### src/rtl/div_share_ctrl_if.sv
// Request/response bundle for the shared divider: per-requester valid/ready with packed
// operands in, and one tagged response port out.
interface div_share_ctrl_if #(
    parameter int WIDTH   = 16,
    parameter int NUM_REQ = 4,
    parameter int ID_W    = $clog2(NUM_REQ)
);
    logic [NUM_REQ-1:0]       req_valid;
    logic [NUM_REQ-1:0]       req_ready;
    logic [NUM_REQ*WIDTH-1:0] req_numer;
    logic [NUM_REQ*WIDTH-1:0] req_denom;
    logic                     rsp_valid;
    logic                     rsp_ready;
    logic [ID_W-1:0]          rsp_id;
    logic [WIDTH-1:0]         rsp_quotient;
    logic [WIDTH-1:0]         rsp_remain;
    logic                     rsp_div0;
    logic                     busy;

    modport slave (
        input  req_valid, req_numer, req_denom, rsp_ready,
        output req_ready, rsp_valid, rsp_id, rsp_quotient, rsp_remain, rsp_div0, busy
    );

    modport master (
        output req_valid, req_numer, req_denom, rsp_ready,
        input  req_ready, rsp_valid, rsp_id, rsp_quotient, rsp_remain, rsp_div0, busy
    );
endinterface

### src/rtl/div_share_ctrl.sv
// One restoring divider (one quotient bit per clock) time-shared between NUM_REQ requesters
// with round-robin grant; each response carries the id of the requester that issued it.
module div_share_ctrl #(
    parameter int WIDTH   = 16,
    parameter int NUM_REQ = 4
) (
    input  logic             clk,
    input  logic             rst,
    div_share_ctrl_if.slave  bus
);
    localparam int ID_W  = $clog2(NUM_REQ);
    localparam int CNT_W = $clog2(WIDTH);

    localparam logic [1:0] S_IDLE = 2'd0;
    localparam logic [1:0] S_RUN  = 2'd1;
    localparam logic [1:0] S_DONE = 2'd2;

    logic [1:0]         state_q, state_d;
    logic [ID_W-1:0]    ptr_q, ptr_d;
    logic [ID_W-1:0]    id_q, id_d;
    logic [CNT_W-1:0]   cnt_q, cnt_d;
    logic [WIDTH-1:0]   numer_q, numer_d;
    logic [WIDTH-1:0]   denom_q, denom_d;
    logic [WIDTH-1:0]   quot_q, quot_d;
    logic [WIDTH-1:0]   rem_q, rem_d;
    logic               div0_q, div0_d;

    logic               grant_vld;
    logic [ID_W-1:0]    grant_id;
    logic [NUM_REQ-1:0] req_ready_w;
    logic [WIDTH-1:0]   sel_numer;
    logic [WIDTH-1:0]   sel_denom;
    logic [WIDTH:0]     rem_shift;
    logic [WIDTH-1:0]   rem_sub;
    logic               rem_ge;

    // Scan from the farthest offset down so the requester closest to ptr wins last.
    always_comb begin
        int              idx;
        logic [ID_W-1:0] cand;
        grant_vld = 1'b0;
        grant_id  = '0;
        idx       = 0;
        cand      = '0;
        for (int j = NUM_REQ - 1; j >= 0; j--) begin
            idx = int'(ptr_q) + j;
            if (idx >= NUM_REQ) idx = idx - NUM_REQ;
            cand = ID_W'(idx);
            if (bus.req_valid[cand]) begin
                grant_vld = 1'b1;
                grant_id  = cand;
            end
        end
    end

    always_comb begin
        req_ready_w = '0;
        if (state_q == S_IDLE && grant_vld) req_ready_w[grant_id] = 1'b1;
    end

    assign sel_numer = bus.req_numer[grant_id*WIDTH +: WIDTH];
    assign sel_denom = bus.req_denom[grant_id*WIDTH +: WIDTH];

    // Partial remainder stays below denom, so only the shifted value needs the extra bit.
    assign rem_shift = {rem_q, numer_q[cnt_q]};
    assign rem_ge    = (rem_shift >= {1'b0, denom_q});
    assign rem_sub   = rem_shift[WIDTH-1:0] - denom_q;

    always_comb begin
        state_d = state_q;
        ptr_d   = ptr_q;
        id_d    = id_q;
        cnt_d   = cnt_q;
        numer_d = numer_q;
        denom_d = denom_q;
        quot_d  = quot_q;
        rem_d   = rem_q;
        div0_d  = div0_q;
        case (state_q)
            S_IDLE: begin
                if (grant_vld) begin
                    numer_d = sel_numer;
                    denom_d = sel_denom;
                    id_d    = grant_id;
                    cnt_d   = CNT_W'(WIDTH - 1);
                    if (sel_denom == '0) begin
                        quot_d  = '1;
                        rem_d   = sel_numer;
                        div0_d  = 1'b1;
                        state_d = S_DONE;
                    end else begin
                        quot_d  = '0;
                        rem_d   = '0;
                        div0_d  = 1'b0;
                        state_d = S_RUN;
                    end
                end
            end
            S_RUN: begin
                rem_d         = rem_ge ? rem_sub : rem_shift[WIDTH-1:0];
                quot_d[cnt_q] = rem_ge;
                if (cnt_q == '0) state_d = S_DONE;
                else             cnt_d   = cnt_q - CNT_W'(1);
            end
            S_DONE: begin
                if (bus.rsp_ready) begin
                    state_d = S_IDLE;
                    ptr_d   = (int'(id_q) == NUM_REQ - 1) ? '0 : id_q + ID_W'(1);
                end
            end
            default: state_d = S_IDLE;
        endcase
    end

    always_ff @(posedge clk or posedge rst) begin
        if (rst) begin
            state_q <= S_IDLE;
            ptr_q   <= '0;
            id_q    <= '0;
            cnt_q   <= '0;
            numer_q <= '0;
            denom_q <= '0;
            quot_q  <= '0;
            rem_q   <= '0;
            div0_q  <= 1'b0;
        end else begin
            state_q <= state_d;
            ptr_q   <= ptr_d;
            id_q    <= id_d;
            cnt_q   <= cnt_d;
            numer_q <= numer_d;
            denom_q <= denom_d;
            quot_q  <= quot_d;
            rem_q   <= rem_d;
            div0_q  <= div0_d;
        end
    end

    assign bus.req_ready    = req_ready_w;
    assign bus.rsp_valid    = (state_q == S_DONE);
    assign bus.rsp_id       = id_q;
    assign bus.rsp_quotient = quot_q;
    assign bus.rsp_remain   = rem_q;
    assign bus.rsp_div0     = div0_q;
    assign bus.busy         = (state_q != S_IDLE);
endmodule

### src/flat_wrapper.sv
// flat-port wrapper written by rule: the top's interface ports become plain ports
module div_share_ctrl_flat 
#(
    parameter int WIDTH   = 16,
    parameter int NUM_REQ = 4
)
  (clk, rst, bus_req_valid, bus_req_numer, bus_req_denom, bus_rsp_ready, bus_req_ready, bus_rsp_valid, bus_rsp_id, bus_rsp_quotient, bus_rsp_remain, bus_rsp_div0, bus_busy);
  div_share_ctrl_if #(.WIDTH(WIDTH), .NUM_REQ(NUM_REQ)) bus_i ();
  input  logic clk;
  input  logic rst;
  input wire logic [$bits(bus_i.req_valid)-1:0] bus_req_valid;
  input wire logic [$bits(bus_i.req_numer)-1:0] bus_req_numer;
  input wire logic [$bits(bus_i.req_denom)-1:0] bus_req_denom;
  input wire logic [$bits(bus_i.rsp_ready)-1:0] bus_rsp_ready;
  output wire logic [$bits(bus_i.req_ready)-1:0] bus_req_ready;
  output wire logic [$bits(bus_i.rsp_valid)-1:0] bus_rsp_valid;
  output wire logic [$bits(bus_i.rsp_id)-1:0] bus_rsp_id;
  output wire logic [$bits(bus_i.rsp_quotient)-1:0] bus_rsp_quotient;
  output wire logic [$bits(bus_i.rsp_remain)-1:0] bus_rsp_remain;
  output wire logic [$bits(bus_i.rsp_div0)-1:0] bus_rsp_div0;
  output wire logic [$bits(bus_i.busy)-1:0] bus_busy;
  assign bus_i.req_valid = bus_req_valid;
  assign bus_i.req_numer = bus_req_numer;
  assign bus_i.req_denom = bus_req_denom;
  assign bus_i.rsp_ready = bus_rsp_ready;
  assign bus_req_ready = bus_i.req_ready;
  assign bus_rsp_valid = bus_i.rsp_valid;
  assign bus_rsp_id = bus_i.rsp_id;
  assign bus_rsp_quotient = bus_i.rsp_quotient;
  assign bus_rsp_remain = bus_i.rsp_remain;
  assign bus_rsp_div0 = bus_i.rsp_div0;
  assign bus_busy = bus_i.busy;
  div_share_ctrl #(.WIDTH(WIDTH), .NUM_REQ(NUM_REQ)) u_core (.clk(clk), .rst(rst), .bus(bus_i));
endmodule
### config.mk
export PLATFORM = sky130hd
export DESIGN_NAME = div_share_ctrl_flat
export DESIGN_NICKNAME = d
export VERILOG_FILES = /design/src/rtl/div_share_ctrl_if.sv /design/src/rtl/div_share_ctrl.sv /design/src/flat_wrapper.sv
export SDC_FILE = /design/constraint.sdc
export NUM_CORES = 1
export LEC_CHECK = 0
export BUFFER_PORTS_ARGS = -buffer_cell sky130_fd_sc_hd__buf_4
export CORE_UTILIZATION = 30
export CTS_CLUSTER_SIZE = 30
export DETAILED_ROUTE_END_ITERATION = 8
export PLACE_DENSITY = 0.61
export SYNTH_ARGS = -nofsm -noshare
export SYNTH_HDL_FRONTEND = slang
export SYNTH_SLANG_ARGS = --single-unit
### constraint.sdc
create_clock -name clk -period 4.6 [get_ports clk]
set_input_delay 0.23 -clock clk [delete_from_list [all_inputs] [get_ports clk]]
set_output_delay 0.23 -clock clk [all_outputs]
set_load 0.05 [all_outputs]
==> results of run 1 <==
## per-stage QoR
| stage | power [W] | setup WS (ns) | cells | hold WS, ns | instance area [µm²] |
|---|---|---|---|---|---|
| final | 0.00602 | 0.496 | 994 | 0.138 | 7190 |
| after global routing | 0.00651 | 0.124 | 994 | 0.135 | 7190 |
| after CTS | 0.00605 | 0.501 | 994 | 0.131 | 7190 |
| after detailed placement | 0.00532 | 0.586 | 978 | 0.465 | 6890 |
| after global placement | 0.00530 | 0.670 | 978 | 0.463 | 6890 |
| after floorplan | 0.00428 | 0.757 | 608 | 0.370 | 5390 |
## routing by layer
| metal | GRT usage [%] | share of wire (%) |
|---|---|---|
| met5 | 0 | 0 |
| met4 | 3.89 | 0.63 |
| met3 | 2.72 | 5.0 |
| met2 | 29.5 | 47 |
| met1 | 24.9 | 47 |
## worst reg2reg max path, delay by kind of cell, from the launching register on
| family | cells | cell delay, ns |
|---|---|---|
| fa+ha+maj | 2 | 0.57 |
| flops | 1 | 0.60 |
| xor+xnor | 1 | 0.17 |
| buf+inv | 2 | 0.13 |
| compound gates | 7 | 1.42 |
| mux | 2 | 1.05 |
| simple gates | 1 | 0.06 |
## registers in the layout, summed over array words and instances (netlist names)
| signal | cells |
|---|---|
| u_core.bus.rsp_div0 | 1 |
| u_core.bus.rsp_id | 2 |
| u_core.bus.rsp_quotient | 16 |
| u_core.bus.rsp_remain | 16 |
| u_core.cnt_q | 4 |
| u_core.denom_q | 16 |
| u_core.numer_q | 16 |
| u_core.ptr_q | 2 |
| u_core.state_q | 2 |
## worst paths after layout
| kind | startpoint | slack [ns] | to | cells after the start |
|---|---|---|---|---|
| max | u_core.cnt_q[0]$_DFFE_PP0P_ | 0.50 | u_core.bus.rsp_remain[8]$_DFFE_PP0P_ | 15 |
| min | rst | 0.14 | u_core.denom_q[14]$_DFFE_PP0P_ | 2 |
| max reg2reg | u_core.cnt_q[0]$_DFFE_PP0P_ | 0.50 | u_core.bus.rsp_remain[8]$_DFFE_PP0P_ | 15 |
| min reg2reg | u_core.numer_q[14]$_DFFE_PP0P_ | 0.48 | u_core.numer_q[14]$_DFFE_PP0P_ | 1 |
| max in group asynchronous | rst | 3.49 | u_core.bus.rsp_quotient[4]$_DFFE_PP0P_ | 3 |
| min in group clk | bus_rsp_ready | 0.14 | u_core.state_q[1]$_DFFE_PP0P_ | 2 |
## layout make-up
cell class                 count  share of cell area [%]
sequential                    75                    26.1
tap                          225                    3.92
inverter                      26                    1.36
clock inverter                 6                   0.888
timing repair buffer         185                    19.3
multi-input combinational    467                    45.2
clock buffer                  10                    3.19
## report_power, final
part	internal, W	switching, W
combinational	0.00160	0.00239
sequential	0.00101	0.000312
clock	0.000420	0.000286
total	0.00304	0.00299
## Yosys cell counts (2+ instances only)
| cell type | instances | area [µm²] |
|---|---|---|
| a31oi_1 | 7 | 43.8 |
| nand2_1 | 105 | 394 |
| and3_1 | 16 | 100 |
| a21o_1 | 18 | 135 |
| buf_2 | 5 | 25.0 |
| mux4_2 | 5 | 113 |
| xnor2_1 | 7 | 61.3 |
| a21oi_1 | 40 | 200 |
| nor2b_1 | 2 | 12.5 |
| dfrtp_1 | 75 | 1880 |
| xor2_1 | 6 | 52.6 |
| mux2_2 | 17 | 191 |
| buf_6 | 7 | 78.8 |
| a211oi_2 | 10 | 125 |
| o21ai_0 | 10 | 50.1 |
| a221oi_1 | 10 | 87.6 |
| ha_1 | 21 | 263 |
| nand3_1 | 12 | 60.1 |
| a211oi_1 | 15 | 113 |
| nor3_1 | 27 | 135 |
| a311oi_1 | 11 | 96.3 |
| inv_1 | 26 | 97.6 |
| mux2i_1 | 52 | 521 |
| nor4_1 | 5 | 31.3 |
| or3_1 | 2 | 12.5 |
| a22oi_2 | 3 | 37.5 |
| nor2_1 | 40 | 150 |
| clkbuf_1 | 27 | 101 |
| a211o_1 | 2 | 17.5 |
| nand2b_1 | 8 | 50.1 |
## layout by cell type, fill, tap and decap left out, types with 3 or more instances in the layout
master     count
buf_4        185
nand2_1      105
dfrtp_1       75
mux2i_1       52
a21oi_1       40
nor2_1        38
nor3_1        27
inv_1         25
ha_1          21
a21o_1        18
mux2_2        17
and3_1        16
a211oi_1      14
nand3_1       12
a311oi_1      11
o21ai_0       10
a221oi_1      10
a211oi_2      10
clkbuf_16      9
nand2b_1       8
a31oi_1        7
xnor2_1        7
xor2_1         6
nor4_1         5
mux4_2         5
a22oi_2        3
## kinds of logic (layout without fill, tap and decap cells)
kind of cell             after synthesis  after routing  synth area share, %
AND/OR/NAND/NOR                      223            223                 18.5
AO/OA/AOI/OAI                        135            135                 18.4
flip-flops                            75             75                 34.8
multiplexers                          74             74                 15.3
buffers and inverters                 66            227                 5.69
adder cells (fa/ha/maj)               22             22                 5.25
XOR/XNOR                              13             13                 2.11
==> flow_summary.json, run 1 <==
{
  "final_layout_size_suffix_gt1_share_pct": 32.0,
  "slew_violations": 0,
  "antenna_found_initial": 0,
  "max_slew_margin_pct": 32.7,
  "grtUsageTotal_pct": 18.0,
  "crit_slowest_cell": "dfrtp_1",
  "final-seq-area_um2": 1880,
  "cts_tree": "done",
  "port_buffers": 175,
  "mappedNetlistArea_um2": 5390,
  "period_share_pct": 89.2,
  "end_kind": "register",
  "antenna_left": 0,
  "place_congestion": 0.890,
  "clock_path_buffers": 2,
  "overflow": 0,
  "peakVddDrop_mv": 0.377,
  "die_width_um": 136,
  "period_minus_slack_ns": 4.10,
  "hold_buffers": 0,
  "yosys_most_used_dff": "dfrtp_1",
  "cts_root_buffer": "clkbuf_16",
  "path_common_cell": "a21oi_1",
  "multiInputGateArea_um2": 3250,
  "fin_tns_setup_ns": 0,
  "synth-async-reset-ratio_pct": 100,
  "ys_ff_latch": 75,
  "fillers": 1765,
  "n_antenna_cell": 0,
  "post_drt_wl_per_cell_um": 16.3,
  "num_vias": 5054,
  "worst_setup_path_start_kind": "register",
  "syn2layout_area_growth_pct": 33.4,
  "crit_type": "reg -> reg",
  "path_cells": "mux4_2 > mux4_2 > inv_1 > ha_1 > inv_1 > fa_1 > a211oi_1 > o21bai_1 > a21oi_1 > o21ai_0 > a21oi_1 > xor2_1 > nor2_1 > a211oi_1 > a21oi_1",
  "avgViaCountPerCell": 5.08,
  "hold_path.class": "in -> async",
  "yosysWarnings": 0,
  "ys_seq_area_share_pct": 34.8,
  "wirelength_mm": 16.2,
  "h-tree-depth": 3,
  "synth_edf_count": 0,
  "max_stage_delay_ns": 0.60,
  "synth_nets": 765,
  "nets": 921,
  "drc": 0,
  "clk_pin_slew_ns": 0.07,
  "p_leak_nw": 3.52,
  "post_cts_resized": 0,
  "synth_cell_types": 47,
  "clock_latency_ns": 0.34,
  "grt_max_degree": 47,
  "syn_inst": 608,
  "final_hold_viol_count": 0,
  "path_buf_inv": 2,
  "skew_ns": 0.0107,
  "synth_area_per_cell_um2": 8.86,
  "die_h_um": 136,
  "initial_core_util_pct": 30.9,
  "cts.sinks": 75,
  "worstMarginPinSlew_ns": 1.01,
  "setup_viol": 0,
  "grt_pass1_wl_mm": 26.1,
  "p_per_area_nw_per_um2": 838,
  "drt_iter0_drc": 304,
  "fp.coreArea_um2": 17400,
  "post_cts_buffers": 0,
  "required_ns": 4.82,
  "num_rows": 48,
  "crit_fanout": 11,
  "rsz0062_at_grt": "false",
  "dieArea_um2": 18500,
  "maxCapViolCount": 0,
  "crit_family": "compound AO/OA/AOI/OAI gates",
  "timing.fmax_mhz": 244,
  "worst_ep_arrival_time_ns": 4.33,
  "first_pass_iters": 4,
  "final_core_util_pct": 41.3,
  "numCtsBuffers": 9,
  "io_pins": 176,
  "hpwlAfterDp_mm": 12.2,
  "outcome": "finished clean",
  "grt_pass1_vias": 4935
}
Note: power is estimated with default switching activity, not from simulation.
==> run 2: changes to the inputs <==
- ABC_AREA: default -> 1
- CTS_CLUSTER_SIZE: 30 -> 8
- PLACE_DENSITY: 0.61 -> 0.57
==> flow_summary.json, run 2 <==
{
  "cts_root_buffer": "clkbuf_16",
  "yosysTopAreaCellShare_pct": 33.0,
  "grt_pass1_vias": 5659,
  "num_vias": 6032,
  "nets": 1170,
  "worst_setup_path_start_kind": "register",
  "timing.hold.ws_ns": 0.0977,
  "synth_cell_types": 38,
  "yosysWarnings": 0,
  "period_share_pct": 85.9,
  "h-tree-depth": 3,
  "die_h_um": 140,
  "clock_latency_ns": 0.34,
  "antenna_left": 0,
  "dieArea_um2": 19500,
  "drc": 0,
  "avgViaCountPerCell": 4.84,
  "ys_seq_area_share_pct": 33.0,
  "mostFrequentLayoutCell": "nand2_1",
  "final_hold_viol_count": 0,
  "synth_area_per_cell_um2": 6.64,
  "wirelength_mm": 18.6,
  "cts.sinks": 75,
  "synth_nets": 1012,
  "fin_tns_setup_ns": 0,
  "hpwlAfterDp_mm": 14.4,
  "synthTopCellsByArea": "dfrtp_1 (33%), nand2_1 (24%), o21ai_0 (4.8%), ha_1 (4.6%), nor2_1 (3.9%)",
  "setup_viol": 0,
  "outcome": "finished clean",
  "final_layout_size_suffix_gt1_share_pct": 22.0,
  "skew_ns": 0.0102,
  "hold_path.class": "in -> async",
  "end_kind": "register",
  "worstMarginPinSlew_ns": 0.976,
  "numCtsBuffers": 9,
  "max_slew_margin_pct": 34.9,
  "place_congestion": 0.914,
  "slew_violations": 0,
  "p_per_area_nw_per_um2": 855,
  "syn2layout_area_growth_pct": 31.8,
  "yosys_most_used_dff": "dfrtp_1",
  "clk_pin_slew_ns": 0.06,
  "port_buffers": 175,
  "timing.fmax_mhz": 253,
  "period_minus_slack_ns": 3.95,
  "p_leak_nw": 4.04,
  "io_pins": 176,
  "grt_max_degree": 53,
  "worst_ep_arrival_time_ns": 4.23,
  "yosys.area.top_type": "dfrtp_1",
  "layout_common_cells": "nand2_1 (356), buf_4 (186), dfrtp_1 (75)",
  "crit_fanout": 30,
  "drt_iter0_drc": 395,
  "cts_tree": "done",
  "syn_inst": 855,
  "synth_edf_count": 0,
  "grt_pass1_wl_mm": 29.7,
  "grtUsageTotal_pct": 19.4,
  "required_ns": 4.87,
  "num_rows": 49,
  "first_pass_iters": 5,
  "antenna_found_initial": 0,
  "post_cts_resized": 0,
  "post_drt_wl_per_cell_um": 14.9,
  "rsz0062_at_grt": "false",
  "clock_path_buffers": 2,
  "crit_type": "reg -> reg",
  "die_width_um": 140,
  "post_cts_buffers": 0,
  "fp.coreArea_um2": 18300,
  "netlist_top_cells_count": "nand2_1 (356), dfrtp_1 (75), nor2_1 (59)",
  "overflow": 0,
  "ys_ff_latch": 75,
  "synth-async-reset-ratio_pct": 100,
  "initial_core_util_pct": 31.1,
  "peakVddDrop_mv": 0.286,
  "maxCapViolCount": 0,
  "n_antenna_cell": 0,
  "hold_buffers": 0,
  "final_core_util_pct": 41.0,
  "synth.most_common_cell": "nand2_1",
  "mappedNetlistArea_um2": 5680
}
==> run 2: cell count changes after synthesis, sizes merged, moves of 13 or more <==
cell / delta
nand3: +29
a22o: +14
nand4: +22
nor2: +20
nor3: -23
mux2: -17
o21bai: +13
a21o: -17
and3: -16
o21ai: +46
nand2: +255
a211oi: -25
inv: +33
mux2i: -52
==> run 2: worst paths after layout <==
check                           cells past startpoint                                       to  slack, ns                     startpoint
worst max-delay path                               21    u_core.bus.rsp_remain[14]$_DFFE_PP0P_       0.65    u_core.cnt_q[0]$_DFFE_PP0P_
worst min-delay path                                2  u_core.bus.rsp_quotient[15]$_DFFE_PP0P_        0.1                            rst
worst max register to register                     21    u_core.bus.rsp_remain[14]$_DFFE_PP0P_       0.65    u_core.cnt_q[0]$_DFFE_PP0P_
worst min register to register                      2            u_core.numer_q[8]$_DFFE_PP0P_       0.48  u_core.numer_q[8]$_DFFE_PP0P_
max in group asynchronous                           3     u_core.bus.rsp_remain[0]$_DFFE_PP0P_       3.51                            rst
min in group clk                                    4            u_core.state_q[1]$_DFFE_PP0P_       0.18                  bus_rsp_ready
==> run 2: cells by family after synthesis <==
group | count (synthesis) | share of synthesized area, %
buffers and inverters | 100 | 7.47
xor gates and xnor gates | 16 | 2.47
AOI/OAI and AO/OA | 148 | 16.3
DFF | 75 | 33.0
adders and majority gates | 22 | 4.98
and+or+nand+nor | 494 | 35.7
==> run 2: routing by layer <==
layer  vias up  wire length, µm  GRT usage [%]
met1      2753             8570           25.8
li1       3115                -              -
met2       135             9000           32.5
met5         -                0              0
met4         0              350           4.86
met3        29              688           3.23
==> run 2: critical path, stage by stage (launching register included) <==
cell	delay [ns]
dfrtp_1	0.47
inv_1	0.31
a21oi_1	0.12
o21ai_0	0.09
a21oi_1	0.09
nor4_1	0.50
ha_1	0.25
inv_1	0.06
nand3_1	0.06
nand2_1	0.12
nand4_1	0.11
o2111ai_1	0.18
nand3_1	0.13
nand2_1	0.08
nand2_1	0.07
nand2_1	0.37
buf_4	0.40
a21oi_1	0.17
o21ai_0	0.12
nand2_1	0.07
nand2_1	0.05
nand2_1	0.06
==> run 2: where the power goes <==
group          switching [W]  internal, W  total (W)
Sequential          0.000184     0.000908    0.00109
Combinational        0.00312      0.00142    0.00455
Clock               0.000282     0.000477   0.000759
==> run 2: layout make-up <==
class	instances	area (µm²)
Clock buffer	10	229
Clock inverter	6	87.6
Fill cell	1963	10800
Inverter	61	229
Multi-Input combinational cell	680	3380
Sequential cell	75	1880
Tap cell	229	287
Timing Repair Buffer	186	1400
==> run 2: per-stage QoR <==
stage	area [µm²]	total power (W)	setup slack, ns	std cells
after floorplan	5680	0.00447	1.44	855
after global placement	7170	0.00565	0.872	1231
after detailed placement	7170	0.00566	0.745	1231
after CTS	7480	0.00645	0.706	1247
after global routing	7480	0.00707	0.172	1247
final	7480	0.00640	0.648	1247
